==> src/rtl/icache_pkg.sv <==
// Shared constants and state encoding for the instruction cache.
// Imported by the cache top and its word-select mux.
package icache_pkg;

    localparam int BLOCK_WIDTH      = 128;
    localparam int WORD_WIDTH       = 32;
    localparam int OFFSET_BITS      = 2;
    localparam int BYTE_OFFSET_BITS = 4;

    typedef enum logic [1:0] {
        IDLE     = 2'd0,
        MEM_READ = 2'd1,
        UPDATE   = 2'd2
    } state_t;

endpackage

==> src/rtl/instruction_cache_if.sv <==
// Fetch-side and memory-side bundle of the instruction cache.
// slave: the cache; master: the CPU/memory environment.
interface instruction_cache_if;

    logic         READ;
    logic [31:0]  ADDRESS;
    logic [31:0]  INSTRUCTION;
    logic         BUSYWAIT;
    logic         MEM_READ;
    logic [27:0]  MEM_ADDRESS;
    logic [127:0] MEM_READDATA;
    logic         MEM_BUSYWAIT;

    modport slave (
        input  READ, ADDRESS, MEM_READDATA, MEM_BUSYWAIT,
        output INSTRUCTION, BUSYWAIT, MEM_READ, MEM_ADDRESS
    );

    modport master (
        output READ, ADDRESS, MEM_READDATA, MEM_BUSYWAIT,
        input  INSTRUCTION, BUSYWAIT, MEM_READ, MEM_ADDRESS
    );

endinterface

==> src/rtl/icache_word_select.sv <==
// Picks one 32-bit instruction word out of a 128-bit line.
// Word 0 sits in the low bits of the line.
module icache_word_select
    import icache_pkg::*;
(
    input  logic [BLOCK_WIDTH-1:0] block,
    input  logic [OFFSET_BITS-1:0] offset,
    output logic [WORD_WIDTH-1:0]  word
);

    // Offset-driven 4:1 word mux
    always_comb begin
        word = block[31:0];
        unique case (offset)
            2'd0: word = block[31:0];
            2'd1: word = block[63:32];
            2'd2: word = block[95:64];
            2'd3: word = block[127:96];
            default: word = block[31:0];
        endcase
    end

endmodule

==> src/rtl/instruction_cache.sv <==
// Direct-mapped read-only instruction cache with single-block refill.
// Hits answer combinationally; misses stall the fetch via BUSYWAIT.
module instruction_cache
    import icache_pkg::*;
#(
    parameter int INDEX_BITS = 3
)(
    input  logic                CLK,
    input  logic                RESET,
    instruction_cache_if.slave  bus
);

    localparam int LINES     = 1 << INDEX_BITS;
    localparam int BLK_BITS  = 32 - BYTE_OFFSET_BITS;
    localparam int TAG_BITS  = BLK_BITS - INDEX_BITS;

    logic [LINES-1:0]       valid_q;
    logic [TAG_BITS-1:0]    tag_q  [LINES];
    logic [BLOCK_WIDTH-1:0] data_q [LINES];

    state_t                 state_q, state_d;
    logic [BLK_BITS-1:0]    miss_block_q;
    logic [BLOCK_WIDTH-1:0] fill_q;

    logic [INDEX_BITS-1:0]  index;
    logic [TAG_BITS-1:0]    tag;
    logic [OFFSET_BITS-1:0] offset;
    logic [INDEX_BITS-1:0]  fill_index;
    logic [TAG_BITS-1:0]    fill_tag;
    logic [1:0]             unused_byte_sel;
    logic                   hit;
    logic                   busy;
    logic                   load_miss;
    logic                   capture;
    logic                   install;

    assign offset          = bus.ADDRESS[3:2];
    assign index           = bus.ADDRESS[BYTE_OFFSET_BITS +: INDEX_BITS];
    assign tag             = bus.ADDRESS[31 -: TAG_BITS];
    assign unused_byte_sel = bus.ADDRESS[1:0];
    assign fill_index      = miss_block_q[INDEX_BITS-1:0];
    assign fill_tag        = miss_block_q[BLK_BITS-1:INDEX_BITS];

    assign hit = bus.READ & valid_q[index] & (tag_q[index] == tag);

    icache_word_select u_word_select (
        .block  (data_q[index]),
        .offset (offset),
        .word   (bus.INSTRUCTION)
    );

    // Miss FSM: next state and control strobes
    always_comb begin
        state_d   = state_q;
        busy      = 1'b0;
        load_miss = 1'b0;
        capture   = 1'b0;
        install   = 1'b0;
        bus.MEM_READ = 1'b0;
        unique case (state_q)
            IDLE: begin
                if (bus.READ && !hit) begin
                    busy      = 1'b1;
                    load_miss = 1'b1;
                    state_d   = MEM_READ;
                end
            end
            MEM_READ: begin
                busy         = 1'b1;
                bus.MEM_READ = 1'b1;
                if (!bus.MEM_BUSYWAIT) begin
                    capture = 1'b1;
                    state_d = UPDATE;
                end
            end
            UPDATE: begin
                busy    = 1'b1;
                install = 1'b1;
                state_d = IDLE;
            end
            default: state_d = IDLE;
        endcase
    end

    assign bus.BUSYWAIT    = RESET & busy;
    assign bus.MEM_ADDRESS = miss_block_q;

    // State register and valid bits, cleared by reset
    always_ff @(posedge CLK) begin
        if (!RESET) begin
            state_q <= IDLE;
            valid_q <= '0;
        end else begin
            state_q <= state_d;
            if (install) valid_q[fill_index] <= 1'b1;
        end
    end

    // Miss address, fill buffer and line storage (no reset needed)
    always_ff @(posedge CLK) begin
        if (load_miss) miss_block_q <= bus.ADDRESS[31:BYTE_OFFSET_BITS];
        if (capture)   fill_q       <= bus.MEM_READDATA;
        if (install) begin
            tag_q[fill_index]  <= fill_tag;
            data_q[fill_index] <= fill_q;
        end
    end

endmodule

==> src/flat_wrapper.sv <==
// flat-port wrapper written by rule: the top's interface ports become plain ports
module instruction_cache_flat import icache_pkg::*;
#(
    parameter int INDEX_BITS = 3
)
  (CLK, RESET, bus_READ, bus_ADDRESS, bus_MEM_READDATA, bus_MEM_BUSYWAIT, bus_INSTRUCTION, bus_BUSYWAIT, bus_MEM_READ, bus_MEM_ADDRESS);
  instruction_cache_if bus_i ();
  input  logic CLK;
  input  logic RESET;
  input wire logic [$bits(bus_i.READ)-1:0] bus_READ;
  input wire logic [$bits(bus_i.ADDRESS)-1:0] bus_ADDRESS;
  input wire logic [$bits(bus_i.MEM_READDATA)-1:0] bus_MEM_READDATA;
  input wire logic [$bits(bus_i.MEM_BUSYWAIT)-1:0] bus_MEM_BUSYWAIT;
  output wire logic [$bits(bus_i.INSTRUCTION)-1:0] bus_INSTRUCTION;
  output wire logic [$bits(bus_i.BUSYWAIT)-1:0] bus_BUSYWAIT;
  output wire logic [$bits(bus_i.MEM_READ)-1:0] bus_MEM_READ;
  output wire logic [$bits(bus_i.MEM_ADDRESS)-1:0] bus_MEM_ADDRESS;
  assign bus_i.READ = bus_READ;
  assign bus_i.ADDRESS = bus_ADDRESS;
  assign bus_i.MEM_READDATA = bus_MEM_READDATA;
  assign bus_i.MEM_BUSYWAIT = bus_MEM_BUSYWAIT;
  assign bus_INSTRUCTION = bus_i.INSTRUCTION;
  assign bus_BUSYWAIT = bus_i.BUSYWAIT;
  assign bus_MEM_READ = bus_i.MEM_READ;
  assign bus_MEM_ADDRESS = bus_i.MEM_ADDRESS;
  instruction_cache #(.INDEX_BITS(INDEX_BITS)) u_core (.CLK(CLK), .RESET(RESET), .bus(bus_i));
endmodule
==> config.mk <==
export PLATFORM = sky130hd
export DESIGN_NAME = instruction_cache_flat
export DESIGN_NICKNAME = d
export VERILOG_FILES = /design/src/rtl/icache_pkg.sv /design/src/rtl/instruction_cache_if.sv /design/src/rtl/icache_word_select.sv /design/src/rtl/instruction_cache.sv /design/src/flat_wrapper.sv
export SDC_FILE = /design/constraint.sdc
export NUM_CORES = 1
export LEC_CHECK = 0
export ABC_AREA = 1
export CORE_UTILIZATION = 30
export DETAILED_ROUTE_END_ITERATION = 10
export PLACE_DENSITY = 0.49
export SLEW_MARGIN = 15
export SYNTH_ARGS = -nofsm -noshare
export SYNTH_HDL_FRONTEND = slang
export SYNTH_SLANG_ARGS = --single-unit
export TNS_END_PERCENT = 30
==> constraint.sdc <==
create_clock -name CLK -period 16.7 [get_ports CLK]
set_clock_uncertainty 0.1 [all_clocks]
set_input_delay 3.34 -clock CLK [delete_from_list [all_inputs] [get_ports CLK]]
set_output_delay 3.34 -clock CLK [all_outputs]
set_load 0.02 [all_outputs]
==> results.sh <==
export IMPL_status="finished with violations"
export IMPL_violations="DRC"
export IMPL_cts_max_level=4
export IMPL_port_buffers=223
export IMPL_drcViolationCount=18
export IMPL_setup_viol=0
export IMPL_clock_fmax_ghz=0.08944
export IMPL_synth_ff_type="edfxtp_1"
export IMPL_postSynthAreaPerCell_um2=14.00
export IMPL_slew_viol_final=0
export IMPL_p_leak_uw=0.01999
export IMPL_start_util=0.3025
export IMPL_path_class="primary input to primary output"
export IMPL_cts_tree="done"
export IMPL_post_cts_buffers=0
export IMPL_wl_per_cell_um=23.26
export IMPL_seq_area_frac_synth=0.7808
export IMPL_cp_required_ps=13260
export IMPL_crit_fanout=153
export IMPL_clkTransAtPathRegs_ps=50
export IMPL_period_share=0.6695
export IMPL_synth_area_top_cells="edfxtp_1 78%, o21ai_0 4.9%, nor2_1 4.6%"
export IMPL_die_width_um=423.6
export IMPL_syn_nets=3979
export IMPL_worst_slack_ps=5520
export IMPL_cp_end_kind="primary output"
export IMPL_core_um2=176300
export IMPL_syn2layout_area_growth_pct=17.16
export IMPL_hpwl_mm=74.66
export IMPL_dp_slack_ps=5507
export IMPL_post_route_util=0.3544
export IMPL_hold_start="u_core.valid_q[1]"
export IMPL_holdBufCountCts=0
export IMPL_ys_types=22
export IMPL_first_global_vias=30670
export IMPL_finish_net_count=4152
export IMPL_cp_arrival_ps=7740
export IMPL_rows=154
export IMPL_hold_path_class="flip-flop to flip-flop"
export IMPL_cts_resized=0
export IMPL_startpoint_type="primary input"
export IMPL_syn_inst=3810
export IMPL_ys_warn_count=0
export IMPL_cts_sinks=1390
export IMPL_synthArstFlopShare=0
export IMPL_reg2reg_from="u_core.state_q[0]"
export IMPL_ir_drop_mv=0.07877
export IMPL_hold_viol_final=0
export IMPL_fin_tns_setup_ps=0
export IMPL_grt_max_degree=225
export IMPL_ios=226
export IMPL_fp_dieH_um=423.6
export IMPL_grt_setup_unrepaired="false"
export IMPL_clock_root_buffer="clkbuf_16"
export IMPL_drt_pass1_iterations=8
export IMPL_syn_area_um2=53330
export IMPL_synth_top_area_share=0.7771
export IMPL_post_synth_top_count_cell="edfxtp_1"
export IMPL_synth_top_cell_by_area="edfxtp_1"
export IMPL_drive_gt1_frac=0.06241
export IMPL_ys_ff_latch=1390
export IMPL_powerDensity_nw_per_um2=119.8
export IMPL_grt_pass1_wl_mm=215.5
export IMPL_via_per_inst=4.880
export IMPL_drtAntennaViolNets=0
export IMPL_worst_slew_pin_slew_ps=1329
export IMPL_antenna_found_initial=12
export IMPL_synthTopCellsByCount="1380 x edfxtp_1, 654 x nor2_1, 524 x o21ai_0, 275 x nand2_1, 180 x clkbuf_1"
export IMPL_clock_path_buffers=3
export IMPL_dieArea_um2=179500
export IMPL_vias=31370
export IMPL_hold_ws_ps=370.7
export IMPL_grt_usage=0.1639
export IMPL_synth_edff_count=1380
export IMPL_min_period_ps=11180
export IMPL_tritoncts_num_buffers=154
export IMPL_clk_latency_ps=780
export IMPL_grt_ovfl_total=0
export IMPL_gp_congestion=0.7159
export IMPL_crit_start="bus_ADDRESS[4]"
export IMPL_cap_violations=0
export IMPL_drtIter0Drc=2455
export IMPL_wl_mm=149.5
export IMPL_relSlewSlack=0.1138
## report_power, final
| part | leakage (uW) | internal [uW] | switching, uW |
|---|---|---|---|
| registers | 0.0125 | 3910 | 58.6 |
| logic | 0.00527 | 139 | 290 |
| clock network | 0.00219 | 1750 | 1340 |
| total | 0.0200 | 5790 | 1690 |
## layer usage
metal,wire (um),vias up,GRT usage,share of wire
met3,6643,234,0.02670,0.044
met1,64160,15810,0.2096,0.43
met4,5715,2,0.06913,0.038
li1,-,14570,-,-
met5,12,-,0,0.000080
met2,72990,759,0.2745,0.49
## path summary, 6_finish.rpt
| kind | cells after the start | endpoint | slack, ps |
|---|---|---|---|
| worst max register to register | 6 | u_core.data_q[3][108] | 12590 |
| worst min register to register | 2 | u_core.valid_q[1] | 370 |
| worst max-delay path | 9 | bus_INSTRUCTION[11] | 5520 |
| worst min-delay path | 2 | u_core.valid_q[1] | 370 |
## registers in the layout (all words and copies together) (netlist names)
name and count:
u_core.valid_q 8, u_core.data_q 1024, u_core.fill_q 128, u_core.tag_q 200
u_core.bus.MEM_ADDRESS 28, u_core.state_q 2
## kinds of logic (layout without fill, tap and decap cells)
group	count (synthesis)	in the layout	synth area share
DFF	1390	1390	0.7808
other	0	3	0
and+or+nand+nor	1083	1083	0.08050
AOI/OAI and AO/OA	942	942	0.1072
buffers and inverters	390	666	0.03031
adders and majority gates	5	5	0.001173
## worst max-delay path, cell delays in order
cell	delay (ps)
buf_8	220
inv_8	730
buf_4	800
buf_4	750
o21ai_0	160
o221ai_1	220
o211ai_1	310
o2111ai_1	230
clkdlybuf4s50_1	650
## layout make-up
| cell class | instances | area [um2] |
|---|---|---|
| antenna | 3 | 7.507 |
| clock buffer | 199 | 4129 |
| clock inverter | 60 | 359.1 |
| fill | 16960 | 113800 |
| inverter | 140 | 548.0 |
| multi-input combinational | 2030 | 10160 |
| sequential | 1390 | 41640 |
| tap | 2340 | 2928 |
| timing repair buffer | 267 | 2701 |
## per-stage QoR
stage / cells / instance area, um2 / total power [uW]
floorplan: 3810 / 53330 / 4249
CTS: 6426 / 62470 / 7582
global route: 6426 / 62470 / 7737
detailed placement: 6167 / 57980 / 4477
finish: 6429 / 62480 / 7485
global placement: 6167 / 57980 / 4473
## layout by cell type, fill, tap and decap left out, drive strengths merged
cell type / count
clkinv: 52
o2111ai: 32
clkbuf: 200
ha: 5
nand2: 275
o22ai: 140
edfxtp: 1380
diode: 3
a21oi: 3
o211ai: 76
o21bai: 32
o221ai: 116
o21ai: 543
buf: 46
nor2: 654
inv: 145
dfxtp: 10
nand3: 140
bufinv: 1
clkdlybuf4s50: 220
clkinvlp: 2
nand3b: 14
(Power assumes the default switching activity.)
